<file path="src/rtl/sysid_verify.sv">
// Reads the sysid slave's ID and timestamp words over Avalon-MM and compares
// them against the expected build values, reporting pass/fail and read timeouts.
module sysid_verify #(
  parameter logic [31:0] EXPECTED_ID    = 32'd0,
  parameter logic [31:0] EXPECTED_TS    = 32'd1555990627,
  parameter logic [15:0] TIMEOUT_CYCLES = 16'd255,
  parameter logic        AUTO_START     = 1'b1
) (
  input  logic        clock,
  input  logic        reset_n,
  input  logic        start,
  output logic        avm_address,
  output logic        avm_read,
  input  logic [31:0] avm_readdata,
  input  logic        avm_waitrequest,
  output logic        busy,
  output logic        done,
  output logic        id_ok,
  output logic        ts_ok,
  output logic        pass,
  output logic        timeout,
  output logic [31:0] id_word,
  output logic [31:0] ts_word
);

  localparam logic [1:0] IDLE  = 2'd0;
  localparam logic [1:0] RD_ID = 2'd1;
  localparam logic [1:0] RD_TS = 2'd2;
  localparam logic [1:0] CHECK = 2'd3;

  logic [1:0]  state_q,       state_d;
  logic        avm_read_q,    avm_read_d;
  logic        avm_address_q, avm_address_d;
  logic [15:0] wait_cnt_q,    wait_cnt_d;
  logic        auto_pend_q,   auto_pend_d;
  logic        done_q,        done_d;
  logic        id_ok_q,       id_ok_d;
  logic        ts_ok_q,       ts_ok_d;
  logic        pass_q,        pass_d;
  logic        timeout_q,     timeout_d;
  logic [31:0] id_word_q,     id_word_d;
  logic [31:0] ts_word_q,     ts_word_d;
  logic        wait_last;

  // 17-bit compare so TIMEOUT_CYCLES = 65535 cannot wrap the counter
  assign wait_last = (({1'b0, wait_cnt_q} + 17'd1) == {1'b0, TIMEOUT_CYCLES});

  always_comb begin
    state_d       = state_q;
    avm_read_d    = avm_read_q;
    avm_address_d = avm_address_q;
    wait_cnt_d    = wait_cnt_q;
    auto_pend_d   = auto_pend_q;
    done_d        = 1'b0;
    id_ok_d       = id_ok_q;
    ts_ok_d       = ts_ok_q;
    pass_d        = pass_q;
    timeout_d     = timeout_q;
    id_word_d     = id_word_q;
    ts_word_d     = ts_word_q;

    case (state_q)
      IDLE: begin
        if (start || auto_pend_q) begin
          state_d       = RD_ID;
          avm_read_d    = 1'b1;
          avm_address_d = 1'b0;
          wait_cnt_d    = '0;
          auto_pend_d   = 1'b0;
        end
      end
      RD_ID, RD_TS: begin
        if (!avm_waitrequest) begin
          wait_cnt_d = '0;
          if (state_q == RD_ID) begin
            id_word_d     = avm_readdata;
            state_d       = RD_TS;
            avm_address_d = 1'b1;
          end else begin
            ts_word_d     = avm_readdata;
            state_d       = CHECK;
            avm_read_d    = 1'b0;
            avm_address_d = 1'b0;
          end
        end else if (wait_last) begin
          state_d       = IDLE;
          avm_read_d    = 1'b0;
          avm_address_d = 1'b0;
          wait_cnt_d    = '0;
          done_d        = 1'b1;
          id_ok_d       = 1'b0;
          ts_ok_d       = 1'b0;
          pass_d        = 1'b0;
          timeout_d     = 1'b1;
        end else begin
          wait_cnt_d = wait_cnt_q + 16'd1;
        end
      end
      CHECK: begin
        id_ok_d   = (id_word_q == EXPECTED_ID);
        ts_ok_d   = (ts_word_q == EXPECTED_TS);
        timeout_d = 1'b0;
        pass_d    = (id_word_q == EXPECTED_ID) && (ts_word_q == EXPECTED_TS);
        done_d    = 1'b1;
        state_d   = IDLE;
      end
      default: state_d = IDLE;
    endcase
  end

  always_ff @(posedge clock) begin
    if (!reset_n) begin
      state_q       <= IDLE;
      avm_read_q    <= 1'b0;
      avm_address_q <= 1'b0;
      wait_cnt_q    <= '0;
      auto_pend_q   <= AUTO_START;
      done_q        <= 1'b0;
      id_ok_q       <= 1'b0;
      ts_ok_q       <= 1'b0;
      pass_q        <= 1'b0;
      timeout_q     <= 1'b0;
      id_word_q     <= '0;
      ts_word_q     <= '0;
    end else begin
      state_q       <= state_d;
      avm_read_q    <= avm_read_d;
      avm_address_q <= avm_address_d;
      wait_cnt_q    <= wait_cnt_d;
      auto_pend_q   <= auto_pend_d;
      done_q        <= done_d;
      id_ok_q       <= id_ok_d;
      ts_ok_q       <= ts_ok_d;
      pass_q        <= pass_d;
      timeout_q     <= timeout_d;
      id_word_q     <= id_word_d;
      ts_word_q     <= ts_word_d;
    end
  end

  assign avm_read    = avm_read_q;
  assign avm_address = avm_address_q;
  assign busy        = (state_q != IDLE);
  assign done        = done_q;
  assign id_ok       = id_ok_q;
  assign ts_ok       = ts_ok_q;
  assign pass        = pass_q;
  assign timeout     = timeout_q;
  assign id_word     = id_word_q;
  assign ts_word     = ts_word_q;

endmodule
</file>
<file path="config.mk">
export PLATFORM = sky130hd
export DESIGN_NAME = sysid_verify
export DESIGN_NICKNAME = d
export VERILOG_FILES = /design/src/rtl/sysid_verify.sv
export SDC_FILE = /design/constraint.sdc
export NUM_CORES = 1
export LEC_CHECK = 0
export BUFFER_PORTS_ARGS = -buffer_cell sky130_fd_sc_hd__buf_4
export CORE_MARGIN = 2
export CORE_UTILIZATION = 25
export CTS_BUF_LIST = sky130_fd_sc_hd__clkbuf_8
export CTS_CLUSTER_SIZE = 10
export DETAILED_ROUTE_END_ITERATION = 10
export GPL_TIMING_DRIVEN = 0
export HOLD_SLACK_MARGIN = 0.12
export MAX_ROUTING_LAYER = met4
export SLEW_MARGIN = 5
export SYNTH_ARGS = -nofsm -noshare
export SYNTH_HDL_FRONTEND = slang
export SYNTH_SLANG_ARGS = --single-unit
</file>
<file path="constraint.sdc">
create_clock -name clock -period 3.3 [get_ports clock]
set_clock_uncertainty 0.2 [all_clocks]
set_input_delay 0.165 -clock clock [delete_from_list [all_inputs] [get_ports clock]]
set_output_delay 0.165 -clock clock [all_outputs]
set_load 0.02 [all_outputs]
</file>
==> run metrics, run 1 <==
diodes inserted 0; pre-CTS setup slack 0.351 ns; Routed Wire Length 12,900 um; Setup crit start kind flip-flop; Clock Path Buffers 2; Internal Dissipation a little under 2 mW; Max VDD drop between 0.0002 and 0.0003 V; Logic pwr share approximately a third; final net count 704; io pins around 110; TritonCTS clock tree done; RSZ-0062 raised after global routing no; Port Buffer Count 106; status finished clean; Hold Path End ts_ok$_SDFFE_PN0P_; yosys warns 0; asr flop ratio synth 0%; Clock power frac 24.3%; Reg2Reg Setup Slack between 0.3 and 0.4 ns; setup ws final 0.308 ns; WL/cell between 10 and 15 um; #FFs+latches synth 90; Antenna Nets Post-Route 0; clock sinks 90; final worst-path cycle share ~91%; vias per cell 4.64; Die Height approximately 130 um; final non-filler cell total approximately 900; final max-slew violation count 0; Die X 130 um; top-area cell type share of the netlist area 45.7%; GRT overflow 0; Post-CTS Setup Inserts 0; layout cells sized above 1 20.2%; Final Hold Violating Endpoints 0; DP Cell Count 826; clock slew at reported path FFs 0.10 ns; vias in the first global route about 3,700; sequential power share between 40 and 50%; most frequent cell after synthesis nand2_1; Worst Hold Launch ts_ok$_SDFFE_PN0P_; # DRC 0; Reg2Reg Depth 9; Inserted Clock Buffers 9; Setup Crit Path Kind reg -> reg; Max-cap violations 0; drt pass-1 iters 5; Synth top cells by count nand2_1 (154), dfxtp_1 (90), a21oi_1 (71), clkbuf_1 (25), nor2_1 (20); Main synth FF type dfxtp_1; Hold Path Class reg -> reg; syn_area_per_cell 7.74 um^2; Worst-Skew Late Latency approximately 0.38 ns; sequential cell area fraction in the yosys report 45.7%; static leakage 2.11 nW; Synth-to-Final Area Change 41.0%; setup violators final 0; Clk Tree Root Cell clkbuf_8; core region area 0.0153 mm^2; Crit Path Max Fanout 10; Required @ worst endpoint about 3.4 ns; RePlAce Congestion 0.845; CP arrival 3.06 ns; hpwl dp ~9600 um; RR Endpoint wait_cnt_q[4]$_SDFFE_PN0P_; H-Tree Depth 3; setup_tns 0 ns; P_sw 1.21 mW; Post-synth EDFFs 0; DR vias 4,072; first-pass GRT wire length 20,000 um; DRT iter0 DRCs 333; starting density of the core 25.7%; endpoint type of the worst setup path flip-flop; pin count of the biggest net entering global routing 17; Final Critical Period 2.99 ns; post-synthesis instance total 509; initial antenna violation count 0; Cell Pwr Density 567 mW/mm^2; Unique masters post-synth between 50 and 60; syn nets roughly 550; std cell rows 45; post-cts resize count 0; f_max roughly 330 MHz; Hold Path Cell Cnt 2; Worst-Margin Slew 0.669 ns; Net Sw Frac 38.3%; area leader, netlist dfxtp_1; Worst R2R Start wait_cnt_q[1]$_SDFFE_PN0P_; worst rel slew slack 55.0%; top cells by area, synth dfxtp_1 (46%), nand2_1 (15%), a21oi_1 (9.0%); All-Layer GR Usage between 15 and 20%; Post-Syn Area 0.00394 mm^2; total die area around 0.017 mm^2
==> sequential cells by signal, summed over array words and instances (netlist names) <==
name         flops
id_word         32
ts_word         32
wait_cnt_q      16
state_q          2
auto_pend_q      1
avm_address      1
avm_read         1
done             1
id_ok            1
pass             1
timeout          1
ts_ok            1
==> power by group through the flow <==
stage,clock [mW],sequential [mW],combinational (mW)
2_1_floorplan,0,1.47,0.471
3_3_place_gp,0,1.36,1.02
3_5_place_dp,0,1.36,1.02
4_1_cts,0.791,1.33,1.06
5_1_grt,0.832,1.35,1.16
6_report,0.764,1.33,1.05
==> what timing repair did <==
item,CTS,global route
hold endpoints to repair,68,0
hold buffers,36,0
endpoints found under the setup margin,0,0
==> layout make-up <==
| cell class | instances | area [um^2] |
|---|---|---|
| Fill cell | 1656 | 9760 |
| Multi-Input combinational cell | 380 | 1990 |
| Sequential cell | 90 | 1800 |
| Timing Repair Buffer | 142 | 1160 |
| Tap cell | 211 | 264 |
| Clock buffer | 11 | 151 |
| Buffer | 31 | 124 |
| Clock inverter | 5 | 43.8 |
| Inverter | 8 | 30.0 |
==> stage by stage <==
| step | instance area, um^2 | power, mW | util [%] | hold slack (ns) |
|---|---|---|---|---|
| floorplan | 3940 | 1.94 | - | 0.101 |
| global placement | 5000 | 2.37 | 32.7 | 0.227 |
| detailed placement | 5000 | 2.38 | 32.7 | 0.231 |
| CTS | 5560 | 3.18 | 36.3 | 0.266 |
| global route | 5560 | 3.34 | 36.3 | 0.293 |
| finish | 5560 | 3.15 | 36.3 | 0.263 |
==> worst max path at each step <==
| stage | startpoint | to | slack, ns | cells past startpoint |
|---|---|---|---|---|
| detailed placement | wait_cnt_q[1]$_SDFFE_PN0P_ | wait_cnt_q[9]$_SDFFE_PN0P_ | 0.35 | 9 |
| global route | wait_cnt_q[1]$_SDFFE_PN0P_ | wait_cnt_q[9]$_SDFFE_PN0P_ | 0.09 | 9 |
| CTS | wait_cnt_q[1]$_SDFFE_PN0P_ | wait_cnt_q[9]$_SDFFE_PN0P_ | 0.33 | 9 |
| global placement | wait_cnt_q[1]$_SDFFE_PN0P_ | wait_cnt_q[9]$_SDFFE_PN0P_ | 0.34 | 9 |
| finish | wait_cnt_q[1]$_SDFFE_PN0P_ | wait_cnt_q[4]$_SDFFE_PN0P_ | 0.31 | 9 |
| floorplan | wait_cnt_q[1]$_SDFFE_PN0P_ | wait_cnt_q[4]$_SDFFE_PN0P_ | 0.72 | 9 |
==> metal layers <==
metal / share of wire [%] / GRT usage [%] / routed length, um / up-vias
met5: 0 / - / 0 / -
met4: 1.2 / 3.54 / 160 / 0
met3: 5.6 / 4.46 / 725 / 13
met2: 46 / 24.6 / 6020 / 121
met1: 47 / 20.8 / 6040 / 1856
li1: - / - / - / 2082
==> cells by family (layout without fill, tap and decap cells) <==
family                   Yosys count  count (layout)  synth area share, %
XOR/XNOR                           3               3                0.667
adder cells (fa/ha/maj)            6               6                 1.90
AND/OR/NAND/NOR                  250             250                 29.6
AO/OA/AOI/OAI                    117             117                 17.2
buffers and inverters             39             197                 3.90
flip-flops                        90              90                 45.7
multiplexers                       4               4                 1.02
==> critical path, stage by stage (launching register included) <==
cell and delay [ns]:
dfxtp_1 0.53, ha_1 0.34, nand3_2 0.18, o32a_1 0.33, a221o_1 0.35, nor4_2 0.27, a31oi_1 0.19, buf_2 0.23
a31oi_1 0.18, o31ai_1 0.09
==> placed cells by master (no fill, tap or decap), types with 3 or more instances in the layout <==
cell | netlist | layout
o21ai_0 | 8 | 8
dlygate4sd3_1 | 0 | 36
ha_1 | 6 | 6
or3_1 | 4 | 4
and4_1 | 4 | 4
clkbuf_1 | 25 | 25
a31oi_1 | 10 | 10
nor4_1 | 11 | 11
nand3_1 | 11 | 11
clkbuf_8 | 0 | 11
nor4bb_1 | 3 | 3
nor4b_1 | 3 | 3
a21oi_1 | 71 | 71
mux2i_1 | 4 | 4
nor2b_1 | 3 | 3
nand2_1 | 154 | 154
inv_1 | 7 | 7
buf_2 | 6 | 6
inv_6 | 0 | 3
a22oi_1 | 6 | 6
buf_4 | 0 | 106
dfxtp_1 | 90 | 90
nor3_1 | 11 | 11
o31ai_1 | 4 | 4
and3_1 | 3 | 3
nor2_1 | 20 | 20
nand4_1 | 8 | 8
No activity file was read; power rests on OpenSTA's default activity.
==> run 2, diff against run 1 <==
Clock period 3.3 ns to 3.05 ns, I/O delays scaled along.
==> run 2 against run 1 <==
Total power up 8.2%. Non-clock buffer count unchanged. Core utilization about the same. Sequential power up 8%. Fmax up 4.7%. Sequential share of layout area about the same. Combinational power up 9%. Routed wire length down 0.15%. Critical path depth unchanged. Setup slack worse by 0.12 ns. First-iteration DRC count unchanged. Clock power up 8.2%.
==> run metrics, run 2 (same netlist as run 1, synthesis figures left out) <==
status finished clean; drt pass-1 iters 5; Max VDD drop 0.000308 V; static leakage 2.11 nW; multi-input logic area 0.00199 mm^2; f_max between 300 and 400 MHz; CP Capture Point wait_cnt_q[4]$_SDFFE_PN0P_; Setup crit start kind flip-flop; Core Util, Final a little over a third; Antenna Nets Post-Route 0; RSZ-0062 raised after global routing no; layout cells sized above 1 20.4%; TritonCTS clock tree done; vias per cell 4.63; GRT overflow 0; Port Buffer Count 106; first-pass GRT wire length approximately 20,000 um; Reg2Reg Depth 9; Cell Pwr Density 613 mW/mm^2; Clk Tree Root Cell clkbuf_8; final max-slew violation count 0; Worst R2R Start wait_cnt_q[1]$_SDFFE_PN0P_; Required @ worst endpoint 3.12 ns; WL/cell 14.7 um; setup_tns 0 ns; Final Hold Violating Endpoints 0; Worst-Margin Slew 0.670 ns; clock sinks 90; Inserted Clock Buffers 9; Final Critical Period 2.86 ns; final non-filler cell total between 800 and 900; DP Area 0.00500 mm^2; Layout fillers between 1,500 and 2,000; final net count 704; Crit Path Max Fanout 10; Reg area around 0.0018 mm^2; Critical path origin wait_cnt_q[1]$_SDFFE_PN0P_; Final Cell Area 0.00556 mm^2; DRT iter0 DRCs ~330; Die Height 130 um; All-Layer GR Usage 15.9%; pin count of the biggest net entering global routing 17; Setup Crit Path Kind reg -> reg; Routed Wire Length between 10,000 and 15,000 um; Die X 130 um; vias in the first global route ~3,700; Max-cap violations 0; H-Tree Depth 3; clock slew at reported path FFs 0.10 ns; DR vias around 4,000; final worst-path cycle share 93.7%; io pins roughly 110; RR Endpoint wait_cnt_q[4]$_SDFFE_PN0P_; most common cell after layout, fill and taps aside nand2_1; std cell rows between 40 and 50; starting density of the core approximately a quarter; Worst-Skew Late Latency 0.38 ns; Hold Path Class reg -> reg; # DRC 0; worst rel slew slack between 50 and 60%; setup violators final 0; Reg2Reg Setup Slack 0.19 ns; Clock Path Buffers 2; DP Cell Count ~830; most frequent cells in the layout nand2_1 (154), buf_4 (106), dfxtp_1 (89), a21oi_1 (71), dlygate4sd3_1 (36); diodes inserted 0; core region area approximately 0.015 mm^2; CP arrival 2.93 ns; endpoint type of the worst setup path flip-flop; hpwl dp 9650 um; initial antenna violation count 0; total die area 0.0168 mm^2; Synth-to-Final Area Change 41.0%; RePlAce Congestion 0.845
[run 2: per-layer routing]
| layer | up-vias | track usage, % | part of all wire, % |
|---|---|---|---|
| li1 | 2082 | - | - |
| met1 | 1859 | 20.8 | 47 |
| met2 | 113 | 24.6 | 47 |
| met3 | 13 | 4.46 | 5.4 |
| met4 | 0 | 3.54 | 1.2 |
| met5 | - | - | 0 |
[run 2: report_power, final]
part	switching, mW	internal (mW)
Sequential	0.121	1.32
Combinational	0.710	0.430
Clock	0.474	0.353
Total	1.30	2.10
[run 2: layout make-up]
| type | instances | area share, % |
|---|---|---|
| buffer | 31 | 2.23 |
| clock inverter | 5 | 0.788 |
| tap | 211 | 4.75 |
| timing repair buffer | 142 | 20.8 |
| clock buffer | 11 | 2.72 |
| sequential | 90 | 32.4 |
| inverter | 8 | 0.540 |
| multi-input combinational | 380 | 35.7 |
[run 2: critical path, cell delays in order (launching register included)]
cell	delay [ns]
dfxtp_2	0.44
ha_1	0.30
nand3_2	0.18
o32a_1	0.33
a221o_1	0.35
nor4_2	0.27
a31oi_1	0.19
buf_2	0.23
a31oi_1	0.18
o31ai_1	0.09
[run 2: how the worst min path moves through the flow]
stage	start	end	slack [ns]	cells past startpoint
CTS	ts_ok$_SDFFE_PN0P_	ts_ok$_SDFFE_PN0P_	0.27	2
global placement	avm_readdata[21]	ts_word[21]$_SDFFE_PN0P_	0.21	3
finish	ts_ok$_SDFFE_PN0P_	ts_ok$_SDFFE_PN0P_	0.26	2
floorplan	avm_readdata[21]	ts_word[21]$_SDFFE_PN0P_	0.09	2
global route	id_word[10]$_SDFFE_PN0P_	id_word[10]$_SDFFE_PN0P_	0.29	2
detailed placement	avm_readdata[21]	ts_word[21]$_SDFFE_PN0P_	0.22	3
[run 2: metrics by stage]
step           setup slack, ns  power (mW)  hold slack (ns)
2_1_floorplan            0.467        2.10           0.0885
3_3_place_gp            0.0882        2.57            0.215
3_5_place_dp             0.101        2.57            0.219
4_1_cts                 0.0776        3.45            0.266
5_1_grt                0.00112        3.62            0.293
6_report                 0.191        3.41            0.263
[run 2: what timing repair did]
action / in CTS / in global routing
hold endpoints to repair: 68 / 0
resized for setup: 0 / 1
setup buffers: 0 / 0
hold buffers: 36 / 0
setup endpoints to repair: 0 / 16
==> run 3, diff against run 2 <==
Settings changed: CTS_BUF_LIST sky130_fd_sc_hd__clkbuf_8 to sky130_fd_sc_hd__clkbuf_8 sky130_fd_sc_hd__clkbuf_16.
Clock period 3.05 ns to 3.6 ns, I/O delays scaled along.
==> run 3 against run 2 <==
First-iteration DRC count down 16%. Non-clock buffer count down 1. Sequential power down 15%. Clock power up 14%. Combinational power down 15%. Sequential share of layout area down 0.54 points. Sequential cell count unchanged. Clock-buffer cell count unchanged. Register-to-register slack better by 0.40 ns. Worst hold slack worse by 0.090 ns. Fmax down 4.9%. Total power down 8.0%.
==> run metrics, run 3 (same netlist as run 1, synthesis figures left out) <==
Required @ worst endpoint around 3.6 ns; RePlAce Congestion 0.845; final non-filler cell total 877; endpoint type of the worst setup path flip-flop; Final Critical Period 3.01 ns; pin count of the biggest net entering global routing 17; Cell Pwr Density ~550 mW/mm^2; Layout fillers 1,645; final net count 703; DP Cell Count about 830; Worst-Margin Slew 0.664 ns; RSZ-0062 raised after global routing no; most common cell after layout, fill and taps aside nand2_1; Clk Tree Root Cell clkbuf_16; f_max 333 MHz; setup violators final 0; Max VDD drop 0.000261 V; DR vias around 4,000; Antenna Nets Post-Route 0; status finished clean; All-Layer GR Usage between 15 and 20%; static leakage between 2 and 2.5 nW; Worst R2R Start wait_cnt_q[1]$_SDFFE_PN0P_; most frequent cells in the layout nand2_1 (154), buf_4 (106), dfxtp_1 (90), a21oi_1 (71), dlygate4sd3_1 (35); Setup crit start kind flip-flop; Worst Hold Launch reset_n; io pins roughly 110; final max-slew violation count 0; Worst-Skew Late Latency 0.35 ns; worst rel slew slack between 50% and 60%; Port Buffer Count 106; layout cells sized above 1 20.3%; GRT overflow 0; Reg2Reg Depth 9; clock sinks 90; vias per cell approximately 4.6; diodes inserted 0; std cell rows 45; H-Tree Depth 3; Routed Wire Length 13,000 um; Max-cap violations 0; first-pass GRT wire length 20,100 um; Inserted Clock Buffers 9; initial antenna violation count 0; RR Endpoint wait_cnt_q[4]$_SDFFE_PN0P_; core region area 0.0153 mm^2; Hold Path Class in -> reg; vias in the first global route 3,712; drt pass-1 iters 4; Setup Crit Path Kind reg -> reg; total die area 0.0168 mm^2; # DRC 0; Final Hold Violating Endpoints 0; final worst-path cycle share 83.5%; Die X 130 um; Clock Path Buffers 2; Synth-to-Final Area Change 43.3%; hpwl dp 9650 um; DRT iter0 DRCs 279; CP arrival 3.04 ns; Crit Path Max Fanout 10; Reg2Reg Setup Slack 0.59 ns; Hold Path End wait_cnt_q[12]$_SDFFE_PN0P_; clock slew at reported path FFs 0.07 ns; TritonCTS clock tree done; WL/cell roughly 15 um; Hold Path Cell Cnt 3; setup_tns 0 ns; starting density of the core 25.7%; Die Height 130 um
==> run 3: metrics by stage <==
step	utilization (%)	total power [mW]	hold slack, ns	setup WS, ns	instance area (um^2)
2_1_floorplan	-	1.78	0.116	1.02	3940
3_3_place_gp	32.7	2.18	0.237	0.638	5000
3_5_place_dp	32.7	2.18	0.246	0.651	5000
4_1_cts	36.9	3.16	0.161	0.639	5650
5_1_grt	36.9	3.31	0.207	0.386	5650
6_report	36.9	3.13	0.173	0.593	5650
==> run 3: what timing repair did <==
| item | CTS | global route |
|---|---|---|
| setup buffers | 0 | 0 |
| gates resized for setup | 0 | 0 |
| endpoints found under the hold margin | 67 | 0 |
| endpoints found under the setup margin | 0 | 0 |
| hold buffers | 35 | 0 |
==> run 3: where the power goes <==
part | switching, mW | leakage, nW | internal [mW]
registers | 0.103 | 0.731 | 1.12
logic | 0.603 | 1.28 | 0.363
clock network | 0.429 | 0.147 | 0.516
==> run 3: how the worst max path moves through the flow <==
stage	to	cells past startpoint	from
final	wait_cnt_q[4]$_SDFFE_PN0P_	9	wait_cnt_q[1]$_SDFFE_PN0P_
after global routing	wait_cnt_q[9]$_SDFFE_PN0P_	9	wait_cnt_q[1]$_SDFFE_PN0P_
after CTS	wait_cnt_q[9]$_SDFFE_PN0P_	9	wait_cnt_q[1]$_SDFFE_PN0P_
after detailed placement	wait_cnt_q[9]$_SDFFE_PN0P_	9	wait_cnt_q[1]$_SDFFE_PN0P_
after global placement	wait_cnt_q[9]$_SDFFE_PN0P_	9	wait_cnt_q[1]$_SDFFE_PN0P_
after floorplan	wait_cnt_q[4]$_SDFFE_PN0P_	9	wait_cnt_q[1]$_SDFFE_PN0P_
==> run 3: layout make-up <==
type                       count  area (um^2)  share of cell area, %
inverter                       8         30.0                  0.532
multi-input combinational    380         1990                   35.2
sequential                    90         1800                   31.9
buffer                        31          124                   2.19
clock buffer                  11          253                   4.47
timing repair buffer         141         1150                   20.3
tap                          211          264                   4.67
clock inverter                 5         43.8                  0.775
==> run 3: metal layers <==
| metal | GRT usage [%] | vias to the layer above | share of wire, % |
|---|---|---|---|
| met4 | 3.54 | 0 | 1.1 |
| met1 | 20.8 | 1842 | 47 |
| met5 | - | - | 0 |
| met2 | 24.8 | 107 | 47 |
| met3 | 4.42 | 14 | 5.5 |
| li1 | - | 2084 | - |
==> run 3: critical path, cell delays in order (launching register included) <==
cell     delay [ns]
dfxtp_1        0.53
ha_1           0.34
nand3_2        0.18
o32a_1         0.33
a221o_1        0.35
nor4_2         0.27
a31oi_1        0.20
buf_2          0.23
a31oi_1        0.18
o31ai_1        0.09
